==> src/rtl/vga_rx_monitor.sv <==
// Receive-side monitor for a VGA stream: recovers column/row counters from the syncs,
// checks sync timing, qualifies lock and emits pixel coordinates plus a per-frame checksum.
module vga_rx_monitor #(
  parameter int HPIXELS     = 800,
  parameter int VLINES      = 521,
  parameter int HPULSE      = 96,
  parameter int VPULSE      = 2,
  parameter int HBP         = 144,
  parameter int HFP         = 784,
  parameter int VBP         = 31,
  parameter int VFP         = 511,
  parameter int LOCK_FRAMES = 2
) (
  input  logic        dclk,
  input  logic        clr,
  input  logic        hsync,
  input  logic        vsync,
  input  logic [2:0]  red,
  input  logic [2:0]  green,
  input  logic [1:0]  blue,
  output logic        locked,
  output logic        pix_valid,
  output logic [9:0]  x,
  output logic [8:0]  y,
  output logic [7:0]  pix_rgb,
  output logic        frame_done,
  output logic [15:0] frame_sum,
  output logic        sync_err,
  output logic [7:0]  err_count
);

  localparam logic [9:0] H_LAST = 10'(HPIXELS - 1);
  localparam logic [9:0] H_PW   = 10'(HPULSE - 1);
  localparam logic [9:0] V_LAST = 10'(VLINES - 1);
  localparam logic [9:0] V_PW   = 10'(VPULSE - 1);
  localparam logic [9:0] H_BP   = 10'(HBP);
  localparam logic [9:0] H_FP   = 10'(HFP);
  localparam logic [9:0] V_BP   = 10'(VBP);
  localparam logic [9:0] V_FP   = 10'(VFP);
  localparam logic [3:0] LOCK_N = 4'(LOCK_FRAMES);

  typedef enum logic [1:0] {SEARCH, SYNC, LOCKED} state_t;

  state_t      state, state_n;
  logic [3:0]  cf, cf_n, cf_inc;
  logic        hs_q, vs_q;
  logic [7:0]  rgb_q;
  logic [9:0]  hcnt, vcnt;
  logic        h_init, v_init, frame_bad;
  logic        hfall, hrise, vfall, vrise, err;
  logic [15:0] acc, acc_next;

  // Edges compare the live input against the stage-1 copy, so hcnt/vcnt track the sample in rgb_q.
  assign hfall = ~hsync & hs_q;
  assign hrise = hsync & ~hs_q;
  assign vfall = ~vsync & vs_q;
  assign vrise = vsync & ~vs_q;

  assign err = (hrise & h_init & (hcnt != H_PW))
             | (hfall & h_init & (hcnt != H_LAST))
             | (vrise & v_init & (vcnt != V_PW))
             | (vfall & v_init & (vcnt != V_LAST));

  assign locked   = (state == LOCKED);
  assign cf_inc   = cf + 4'd1;
  assign acc_next = pix_valid ? acc + {8'd0, pix_rgb} : acc;

  // NOTE: every output of a combinational block gets a default first, so no path leaves it unassigned and no latch is inferred.
  always_comb begin
    state_n = state;
    cf_n    = cf;
    case (state)
      SEARCH: if (vfall) begin
        state_n = SYNC;
        cf_n    = '0;
      end
      SYNC: begin
        if (err) begin
          cf_n = '0;
        end else if (vfall && !frame_bad) begin
          cf_n = cf_inc;
          if (cf_inc == LOCK_N) state_n = LOCKED;
        end
      end
      LOCKED: if (err) state_n = SEARCH;
      default: state_n = SEARCH;
    endcase
  end

  // NOTE: state registers use non-blocking assignments so every flop samples pre-edge values, independent of statement order.
  always_ff @(posedge dclk or negedge clr) begin
    if (!clr) begin
      // Syncs idle high, so the stage-1 copies reset high to avoid a false fall edge.
      hs_q       <= 1'b1;
      vs_q       <= 1'b1;
      rgb_q      <= '0;
      hcnt       <= '0;
      vcnt       <= '0;
      h_init     <= 1'b0;
      v_init     <= 1'b0;
      frame_bad  <= 1'b0;
      state      <= SEARCH;
      cf         <= '0;
      sync_err   <= 1'b0;
      err_count  <= '0;
      pix_valid  <= 1'b0;
      x          <= '0;
      y          <= '0;
      pix_rgb    <= '0;
      acc        <= '0;
      frame_sum  <= '0;
      frame_done <= 1'b0;
    end else begin
      hs_q  <= hsync;
      vs_q  <= vsync;
      rgb_q <= {red, green, blue};

      if (hfall)                 hcnt <= '0;
      else if (hcnt != 10'h3FF)  hcnt <= hcnt + 10'd1;
      if (hfall) begin
        h_init <= 1'b1;
        if (vfall) begin
          vcnt   <= '0;
          v_init <= 1'b1;
        end else if (vcnt != 10'h3FF) begin
          vcnt <= vcnt + 10'd1;
        end
      end

      if (vfall)    frame_bad <= 1'b0;
      else if (err) frame_bad <= 1'b1;

      state    <= state_n;
      cf       <= cf_n;
      sync_err <= err;
      if (err && err_count != 8'hFF) err_count <= err_count + 8'd1;

      pix_valid <= locked && (hcnt >= H_BP) && (hcnt < H_FP) && (vcnt >= V_BP) && (vcnt < V_FP);
      x         <= hcnt - H_BP;
      y         <= 9'(vcnt - V_BP);
      pix_rgb   <= rgb_q;

      // The sum published at vfall includes this cycle's addition; unlocked frames are discarded.
      if (vfall) begin
        acc <= '0;
        if (locked) frame_sum <= acc_next;
      end else begin
        acc <= acc_next;
      end
      frame_done <= vfall & locked;
    end
  end

endmodule

==> config.mk <==
export PLATFORM = sky130hd
export DESIGN_NAME = vga_rx_monitor
export DESIGN_NICKNAME = d
export VERILOG_FILES = /design/src/rtl/vga_rx_monitor.sv
export SDC_FILE = /design/constraint.sdc
export NUM_CORES = 1
export LEC_CHECK = 0
export ABC_AREA = 1
export BUFFER_PORTS_ARGS = -buffer_cell sky130_fd_sc_hd__buf_2
export CAP_MARGIN = 25
export CORE_MARGIN = 1
export CORE_UTILIZATION = 60
export CTS_BUF_LIST = sky130_fd_sc_hd__clkbuf_8
export CTS_CLUSTER_DIAMETER = 30
export DETAILED_ROUTE_END_ITERATION = 12
export PLACE_DENSITY = 0.82
export SLEW_MARGIN = 5
export SYNTH_ARGS = -nofsm -noshare
export SYNTH_HDL_FRONTEND = slang
export SYNTH_SLANG_ARGS = --single-unit
==> constraint.sdc <==
create_clock -name dclk -period 4.9 [get_ports dclk]
set_input_delay 0.245 -clock dclk [delete_from_list [all_inputs] [get_ports dclk]]
set_output_delay 0.245 -clock dclk [all_outputs]
set_load 0.02 [all_outputs]
==> metrics.txt <==
Startpoint Class flip-flop; largest net degree at the start of global routing 69; routed wl met3 ~390 µm; largest stage delay on the critical path ~0.43 ns; setup ws final approximately 2.8 ns; final wirelength 10400 µm; die area ~9000 µm²; commonest non-fill, non-tap cells in the layout nand2_1, dfrtp_1, buf_2; Synth async-reset ratio 1.00; TritonCTS clock tree done; ys flop type dfrtp_1; DR WL met2 5210 µm; most common cell after layout, fill and taps aside nand2_1; leakage about 3 nW; Post-CTS Hold Buffers 10; CTS Root Cell clkbuf_8; Final period util 0.435; PwrDens about 360 nW/µm²; top post-synthesis cells by area dfrtp_1, nand2_1, ha_1; Crit-path slowest cell fa_1; # fillers about 620; Slew Limit Fails 0; # IOs 67; Initial Util 0.623; post-route total power 2.16 mW; Post-synth EDFFs 0; highest metal used met4; crit path from pix_rgb[0]; final setup TNS 0 ns; most used cell along the critical path nand2_1; DR vias approximately 4.0k; FMAX about 0.47 GHz; family with the most delay on the worst path simple AND/OR/NAND/NOR gates; Area Overhead vs Synth 14.8%; Worst-Margin Slew a little over 0.8 ns; clk sinks ~110; Core Box Area slightly above 8000 µm²; drt drc 0; worst hold margin between 0.008 and 0.009 ns; worst slack at placement 2.82 ns; vias in the first global route 3848; status finished clean; Final Hold Vio Count 0; wire per inst about 14 µm; CTS max path bufs 2; register area share after synthesis 0.528; clock latency on the worst-skew pair between 0.3 and 0.4 ns; Critical Path Fanout Max 3; number of port buffers 66; Setup crit end kind flip-flop; Cell Area, Synth slightly above 5000 µm²; H-tree levels 3; Antenna diodes 0; Yosys top cell area share 0.518; min Tclk post-route 2.13 ns; CTS Buf Count 9; die outline width around 95 µm; largest area contributor in the netlist dfrtp_1; Worst VDD drop 0.184 mV; Pre-Repair DR Iteration Count 5; WS Path Type reg -> reg; synth unique cells 42; share of cells above drive strength 1 0.180; max-cap violation count 0; Setup Viol. Count Final 0; Routed Antenna Nets 0; RePlAce Congestion around 0.88; Yosys warnings 0; Max Clock Skew 0.0186 ns; crit-path cells ha_1 -> fa_1 -> nand3_1 -> nand2_1 -> nand2_1 -> nand3_1 -> nand2_1 -> nor2_1 -> nand2_1 -> nand2_1 -> o21ai_0; critical path data required time between 5 and 6 ns; reg2reg start pix_rgb[0]; DRT met1 WL around 4700 µm; first-pass GRT wire length between 15000 and 20000 µm; die height around 95 µm; flops & latches, synth 109; Slew HR 0.458; initial antenna violation count 0; Syn Inst Count between 500 and 600; Avg Vias per Cell 5.31; Worst Path Arrival between 2 and 2.5 ns; nets@finish 683; Synthesized Nets slightly above 600; CP Buf/Inv Count 0; worst hold path type in -> reg; Tot GR Track Use 0.255; Worst-path clk slew around 0.12 ns; post-CTS setup buffer count 0; 1st-iter DRT viols about 240; hold path start vsync; Site Rows 33; grt ovf 0; RSZ-0062 raised after global routing no; post-CTS sizing 0; DP Wirelength 7330 µm; post-synthesis area per instance between 9 and 10 µm²
worst paths after layout:
| check | endpoint | slack (ns) | depth (start not counted) |
|---|---|---|---|
| worst max register to register | frame_sum[14] | 2.77 | 11 |
| worst min register to register | pix_rgb[6] | 0.36 | 0 |
| worst min-delay path | vs_q | 0.008 | 1 |
| min in group asynchronous | rgb_q[7] | 0.37 | 2 |
| worst max-delay path | frame_sum[14] | 2.77 | 11 |
| max in group asynchronous | vcnt[6] | 3.34 | 3 |
routing by layer:
metal | global-route usage | vias to the layer above
met4 | 0.0871 | 0
li1 | - | 2026
met3 | 0.0403 | 18
met2 | 0.432 | 93
met5 | 0 | -
met1 | 0.333 | 1903
flip-flops by register name, indices dropped and copies added, names as in the netlist, 9 cells and up:
signal / count
acc: 16
frame_sum: 16
hcnt: 10
vcnt: 10
x: 10
y: 9
cells by family after synthesis:
kind of cell,Yosys count,synth area share
XOR/XNOR,20,0.0339
adder cells (fa/ha/maj),20,0.0498
AO/OA/AOI/OAI,68,0.0716
buffers and inverters,67,0.0518
multiplexers,2,0.00387
AND/OR/NAND/NOR,286,0.261
flip-flops,109,0.528
synthesized netlist by cell type (3+ instances only):
cell type	instances
nor4_1	4
o21ai_0	39
buf_2	5
nand4_1	12
xnor2_1	8
a31oi_1	3
dfrtp_1	107
inv_1	52
nor2_4	3
nor3_1	10
nor2_1	45
inv_2	5
or2_2	3
nand2_2	7
nand3_1	45
nor2_2	4
ha_1	19
o21ai_1	5
nand2_1	140
a21oi_1	13
xor2_1	12
stage by stage:
stage          instances   util  area (µm²)
3_5_place_dp         735  0.674        5600
3_3_place_gp         735  0.674        5600
2_1_floorplan        572      -        5170
6_report             761  0.715        5940
4_1_cts              761  0.715        5940
5_1_grt              761  0.715        5940
cell type report:
| class | instances | area, µm² | area share |
|---|---|---|---|
| Sequential cell | 109 | 2730 | 0.460 |
| Multi-Input combinational cell | 396 | 2170 | 0.366 |
| Timing Repair Buffer | 77 | 440 | 0.0742 |
| Inverter | 58 | 220 | 0.0371 |
| Tap cell | 105 | 131 | 0.0221 |
| Clock buffer | 9 | 124 | 0.0209 |
| Clock inverter | 7 | 116 | 0.0196 |
power breakdown:
| group | switching (mW) | leakage (nW) | internal, mW | total, mW |
|---|---|---|---|---|
| Clock | 0.336 | 0.121 | 0.302 | 0.638 |
| Combinational | 0.280 | 1.49 | 0.147 | 0.427 |
| Sequential | 0.0925 | 1.35 | 1.00 | 1.09 |
| Total | 0.708 | 2.96 | 1.45 | 2.16 |
No activity file was read; power rests on OpenSTA's default activity.
